File: src/rtl/mul_shift_add.sv
// Iterative radix-2 shift-add multiplier with a start/busy/done handshake.
// Define MUL_SIGNED_EN to add the signed_i port and two's-complement operand support.
module mul_shift_add #(
    parameter int WIDTH = 32
) (
    input  logic               clk_i,
    input  logic               rst_i,
    input  logic               start_i,
`ifdef MUL_SIGNED_EN
    input  logic               signed_i,
`endif
    input  logic [WIDTH-1:0]   a_i,
    input  logic [WIDTH-1:0]   b_i,
    output logic               busy_o,
    output logic               done_o,
    output logic [2*WIDTH-1:0] result_o
);
    localparam int CNT_W = $clog2(WIDTH) + 1;

    localparam logic [1:0] ST_IDLE = 2'd0;
    localparam logic [1:0] ST_RUN  = 2'd1;
    localparam logic [1:0] ST_DONE = 2'd2;

    localparam logic [CNT_W-1:0] CNT_LAST = CNT_W'(WIDTH - 1);

    logic [1:0]         state_r, state_s;
    logic [CNT_W-1:0]   cnt_r, cnt_s;
    logic [WIDTH-1:0]   m_r, m_s;
    logic [WIDTH-1:0]   q_r, q_s;
    logic [WIDTH-1:0]   p_hi_r, p_hi_s;
    logic               sign_r, sign_s;
    logic               busy_r, busy_s;
    logic               done_r, done_s;
    logic [2*WIDTH-1:0] result_r, result_s;

    logic [WIDTH:0]     sum_s;
    logic [2*WIDTH-1:0] product_s;
    logic [2*WIDTH-1:0] final_s;
    logic [WIDTH-1:0]   m_load_s;
    logic [WIDTH-1:0]   q_load_s;
    logic               sign_load_s;

`ifdef MUL_SIGNED_EN
    function automatic logic [WIDTH-1:0] magnitude(input logic [WIDTH-1:0] x, input logic en);
        if (en && x[WIDTH-1]) begin
            magnitude = ~x + WIDTH'(1);
        end else begin
            magnitude = x;
        end
    endfunction

    // Operand conditioning: magnitudes plus the product sign for signed requests.
    always_comb begin
        m_load_s    = magnitude(a_i, signed_i);
        q_load_s    = magnitude(b_i, signed_i);
        sign_load_s = signed_i & (a_i[WIDTH-1] ^ b_i[WIDTH-1]);
    end
`else
    // Operand conditioning: unsigned operands load unchanged.
    always_comb begin
        m_load_s    = a_i;
        q_load_s    = b_i;
        sign_load_s = 1'b0;
    end
`endif

    // One add-and-shift step; product_s is {c, P_hi, Q} shifted right by one.
    always_comb begin
        sum_s     = {1'b0, p_hi_r} + (q_r[0] ? {1'b0, m_r} : {(WIDTH+1){1'b0}});
        product_s = {sum_s, q_r[WIDTH-1:1]};
        if (sign_r) begin
            final_s = ~product_s + (2*WIDTH)'(1);
        end else begin
            final_s = product_s;
        end
    end

    // Next-state and datapath update; start is only honoured while not busy.
    always_comb begin
        state_s  = state_r;
        cnt_s    = cnt_r;
        m_s      = m_r;
        q_s      = q_r;
        p_hi_s   = p_hi_r;
        sign_s   = sign_r;
        result_s = result_r;
        case (state_r)
            ST_RUN: begin
                p_hi_s = sum_s[WIDTH:1];
                q_s    = {sum_s[0], q_r[WIDTH-1:1]};
                cnt_s  = cnt_r + CNT_W'(1);
                if (cnt_r == CNT_LAST) begin
                    state_s  = ST_DONE;
                    result_s = final_s;
                end else begin
                    state_s  = ST_RUN;
                end
            end
            ST_IDLE, ST_DONE: begin
                if (start_i) begin
                    state_s = ST_RUN;
                    m_s     = m_load_s;
                    q_s     = q_load_s;
                    p_hi_s  = {WIDTH{1'b0}};
                    sign_s  = sign_load_s;
                    cnt_s   = {CNT_W{1'b0}};
                end else begin
                    state_s = ST_IDLE;
                end
            end
            default: begin
                state_s = ST_IDLE;
            end
        endcase
        busy_s = (state_s == ST_RUN);
        done_s = (state_s == ST_DONE);
    end

    // State and datapath registers with synchronous reset.
    always_ff @(posedge clk_i) begin
        if (rst_i) begin
            state_r  <= ST_IDLE;
            cnt_r    <= {CNT_W{1'b0}};
            m_r      <= {WIDTH{1'b0}};
            q_r      <= {WIDTH{1'b0}};
            p_hi_r   <= {WIDTH{1'b0}};
            sign_r   <= 1'b0;
            busy_r   <= 1'b0;
            done_r   <= 1'b0;
            result_r <= {(2*WIDTH){1'b0}};
        end else begin
            state_r  <= state_s;
            cnt_r    <= cnt_s;
            m_r      <= m_s;
            q_r      <= q_s;
            p_hi_r   <= p_hi_s;
            sign_r   <= sign_s;
            busy_r   <= busy_s;
            done_r   <= done_s;
            result_r <= result_s;
        end
    end

    assign busy_o   = busy_r;
    assign done_o   = done_r;
    assign result_o = result_r;

endmodule

File: config.mk
export PLATFORM = sky130hd
export DESIGN_NAME = mul_shift_add
export DESIGN_NICKNAME = d
export VERILOG_FILES = /design/src/rtl/mul_shift_add.sv
export SDC_FILE = /design/constraint.sdc
export NUM_CORES = 1
export LEC_CHECK = 0
export CAP_MARGIN = 20
export CORE_MARGIN = 2
export CORE_UTILIZATION = 55
export CTS_CLUSTER_SIZE = 30
export DETAILED_ROUTE_END_ITERATION = 12
export PLACE_DENSITY = 0.82
export SYNTH_ARGS = -nofsm -noshare
export SYNTH_HDL_FRONTEND = slang
export SYNTH_SLANG_ARGS = --single-unit
File: constraint.sdc
create_clock -name clk_i -period 6.05 [get_ports clk_i]
set_input_delay 1.21 -clock clk_i [delete_from_list [all_inputs] [get_ports clk_i]]
set_output_delay 1.21 -clock clk_i [all_outputs]
set_load 0.02 [all_outputs]
==> flow_summary.rst <==
.. list-table::
   :header-rows: 1

   * - Metric
     - Value
   * - Placer congestion estimate
     - 0.913
   * - Number of buffer cells added on primary ports
     - 132
   * - Cell variety after synth
     - 58
   * - DIE WIDTH
     - 124 um
   * - DRC violations left
     - 0
   * - Top post-synthesis cells by area
     - dfxtp_1, nand2_1, a21oi_1
   * - Final std cells w/o fill
     - 1249
   * - Aggregate routed wire length
     - 19500 um
   * - Clock sink count
     - 170
   * - CTS buffer count
     - 17
   * - TritonCTS clock tree
     - yes
   * - Post-layout nets
     - 1158
   * - Largest net degree at the start of global routing
     - slightly below 70
   * - Master of the slowest instance on the critical path
     - dfxtp_1
   * - CTS resizes
     - 0
   * - Power density relative to cell area
     - 261 mW/mm^2
   * - Detailed-placement wirelength estimate
     - around 12000 um
   * - Final clock period utilization by the worst path
     - between 60% and 70%
   * - Post-CTS Repair Setup Buffers
     - 0
   * - Sequential cell area fraction in the yosys report
     - a little over two fifths
   * - Arrival time worst endpoint
     - 4.23 ns
   * - # H-tree levels
     - 4
   * - Unrepaired setup endpoints after global routing
     - no
   * - Yosys Warn Count
     - 0
   * - Filler cell count
     - between 1000 and 1500
   * - Die extent in y
     - 124 um
   * - Placement-stage cell area
     - 0.00934 mm^2
   * - Growth of design area from synthesis to finish
     - 25.9%
   * - Worst min-delay path category
     - reg2reg
   * - Antenna violations before repair
     - 0
   * - Placed Cells incl. Taps
     - 1217
   * - Ant. Diodes
     - 0
   * - Total leakage power
     - between 3 and 4 nW
   * - Maximum fanout encountered on the critical timing path
     - 33
   * - Total number of vias
     - between 7000 and 8000
   * - Initial Utilization
     - roughly 57%
   * - Overall power after layout
     - 2.61 mW
   * - Hold buffers post-CTS
     - 0
   * - Final design area excluding fillers
     - roughly 0.010 mm^2
   * - Largest vdd supply drop
     - 0.186 mV
   * - Slew at the pin closest to its max-slew limit
     - 1.11 ns
   * - Cell count after synthesis
     - 962
   * - Kind of capture point of the worst setup path
     - flip-flop
   * - Max_cap viols
     - 0
   * - Relative slew slack
     - 26.3%
   * - Core box area
     - 0.0140 mm^2
   * - Insertion delay of the later-clocked pin in the worst-skew pair
     - 0.44 ns
   * - Hold WS
     - 0.452 ns
   * - Root buf cell
     - clkbuf_16
   * - Kind of critical path
     - reg2reg
   * - Clock tree skew after final layout
     - a little under 0.008 ns
   * - Chain of cells forming the critical path
     - and2_1 -> ha_1 -> inv_1 -> fa_1 -> nor2b_1 -> o21a_1 -> o211ai_1 -> a21o_1 -> a21o_1 -> o21a_1 -> o31a_1 -> or4_1 -> nand3_1
   * - Critical Path Max Stage Delay
     - 0.95 ns
   * - Post-synth EDFFs
     - 0
   * - Fin worst setup slack
     - 2.20 ns
   * - Number of synthesized register bits
     - 170
   * - CTS clk-pin slew, worst paths
     - 0.06 ns
   * - Average vias per placed instance
     - roughly 5.7
   * - Area taken by flip-flops and latches
     - 0.00340 mm^2
   * - Mapped cell area
     - between 0.007 and 0.008 mm^2
   * - Startpoint Class
     - flip-flop
   * - Cell row count
     - 43
   * - Final min period
     - just under 4 ns
   * - Family of cells with the greatest summed delay on the critical path
     - compound AO/OA/AOI/OAI gates
   * - Final Util
     - a little under three quarters
   * - Area share of the largest cell type after synthesis
     - 42.8%
   * - Maximum clock frequency
     - 259 MHz
   * - Cell with the most instances after synthesis
     - nand2_1
   * - Setup_tns
     - 0 ns
   * - Prevailing post-synth register cell
     - dfxtp_1
   * - WL per Instance
     - 15.6 um
   * - Post-placement worst setup slack
     - 2.22 ns
   * - Number of hold violations in the final report
     - 0
   * - CP required
     - approximately 6.4 ns
   * - Total Die Area
     - 0.0154 mm^2
   * - Mean instance size in the synthesized netlist
     - 8.26 um^2
   * - Deepest clock path buffer count
     - 2
   * - Global-route wire length before repair
     - 32200 um
   * - DRC marker count from the first detailed-route iteration
     - 510
   * - Share of flip-flops with an asynchronous set or reset after synthesis
     - 0%
   * - First-pass DRT Iterations
     - 5
   * - Leftover overflow at the end of global routing
     - 0
   * - Pins Over Slew Limit
     - 0
   * - Top cell type by total area after synthesis
     - dfxtp_1
   * - GRT Resource Usage Total
     - 24.9%
   * - Run status
     - finished, final reports clean
   * - Total I/O pin count
     - ~130
   * - Endpoints failing setup
     - 0
   * - Synthesized net count
     - between 1000 and 1500
   * - Synth top cells by count
     - nand2_1, dfxtp_1, a21oi_1
   * - Area used by multi-input combinational logic
     - 0.00426 mm^2
   * - Via count of the first global-routing pass
     - 6684
   * - Crit path buf inv count
     - 1
   * - Share of post-route cells with drive strength above 1
     - 5.14%
   * - Number of nets with antenna violations after routing
     - 0
[layer usage]
metal	vias to the layer above	global-route usage (%)	wire length (um)	share of wire [%]
li1	3538	-	-	-
met1	3321	32.6	8850	45
met2	198	39.3	8940	46
met3	30	7.14	1300	6.7
met4	0	8.79	375	1.9
met5	-	0	0	0
[cells by family after synthesis]
group	synth area share [%]
simple gates	19.7
mux	4.17
flops	42.8
xor+xnor	3.30
buf+inv	3.75
compound gates	20.9
fa+ha+maj	5.45
[worst paths after layout]
path,startpoint,to,slack [ns],cells after the start
worst min-delay path,result_o[27]$_SDFFE_PP0P_,result_o[27]$_SDFFE_PP0P_,0.45,2
worst min register to register,result_o[27]$_SDFFE_PP0P_,result_o[27]$_SDFFE_PP0P_,0.45,2
worst max register to register,q_r[0]$_SDFFE_PP0P_,result_o[61]$_SDFFE_PP0P_,2.20,13
worst max-delay path,q_r[0]$_SDFFE_PP0P_,result_o[61]$_SDFFE_PP0P_,2.20,13
[area by class of cell]
type                       instances  share of cell area, %
multi-input combinational        713                   42.6
sequential                       170                   34.0
timing repair buffer             144                   14.3
clock buffer                      22                   4.84
tap                              180                   2.25
clock inverter                     9                   1.59
inverter                          11                  0.413
[worst min-delay path: cells and delay by family, from the launching register on]
kind	cells	cell delay (ns)
DFF	1	0.31
and+or+nand+nor	1	0.05
AOI/OAI and AO/OA	1	0.05
[cell usage in the layout (no fill, tap or decap), drive strengths merged, types with 2 or more instances in the layout]
cell type      synthesis  layout
and3                   3       3
mux2i                 32      32
nand2                194     194
nor2b                  3       3
ha                    33      33
nand3                 14      14
and2                  33      33
dfxtp                170     170
a2111oi                2       2
clkinv                 0       2
a21o                  17      17
or4                    3       3
o21bai                 6       6
o211ai                 3       3
nor2                  80      80
inv                   11      13
clkbuf                61      22
nand4                 11      11
a221o                  2       2
buf                    7      13
nor3                  11      11
nor4b                  2       2
a211oi                39      39
a21oi                118     118
xnor2                 19      19
a31oi                  4       4
bufinv                 0       4
a22o                  16      16
o21ai                 14      14
o21a                   4       4
o31ai                  2       2
xor2                  11      11
clkdlybuf4s50          0     131
a22oi                 14      14
nand2b                 3       3
[power breakdown]
group          internal (mW)  leakage, nW  switching, mW
registers               1.16         1.38         0.0426
clock network          0.736        0.313          0.449
logic                  0.104         2.21          0.116
total                   2.00         3.91          0.607
[flip-flops by register name (all words and copies together), names as in the netlist]
signal and cells:
p_hi_r 32, cnt_r 6, busy_o 1, q_r 32, state_r 2, m_r 32
done_o 1, result_o 64
Power figures use the tool's default switching activity.
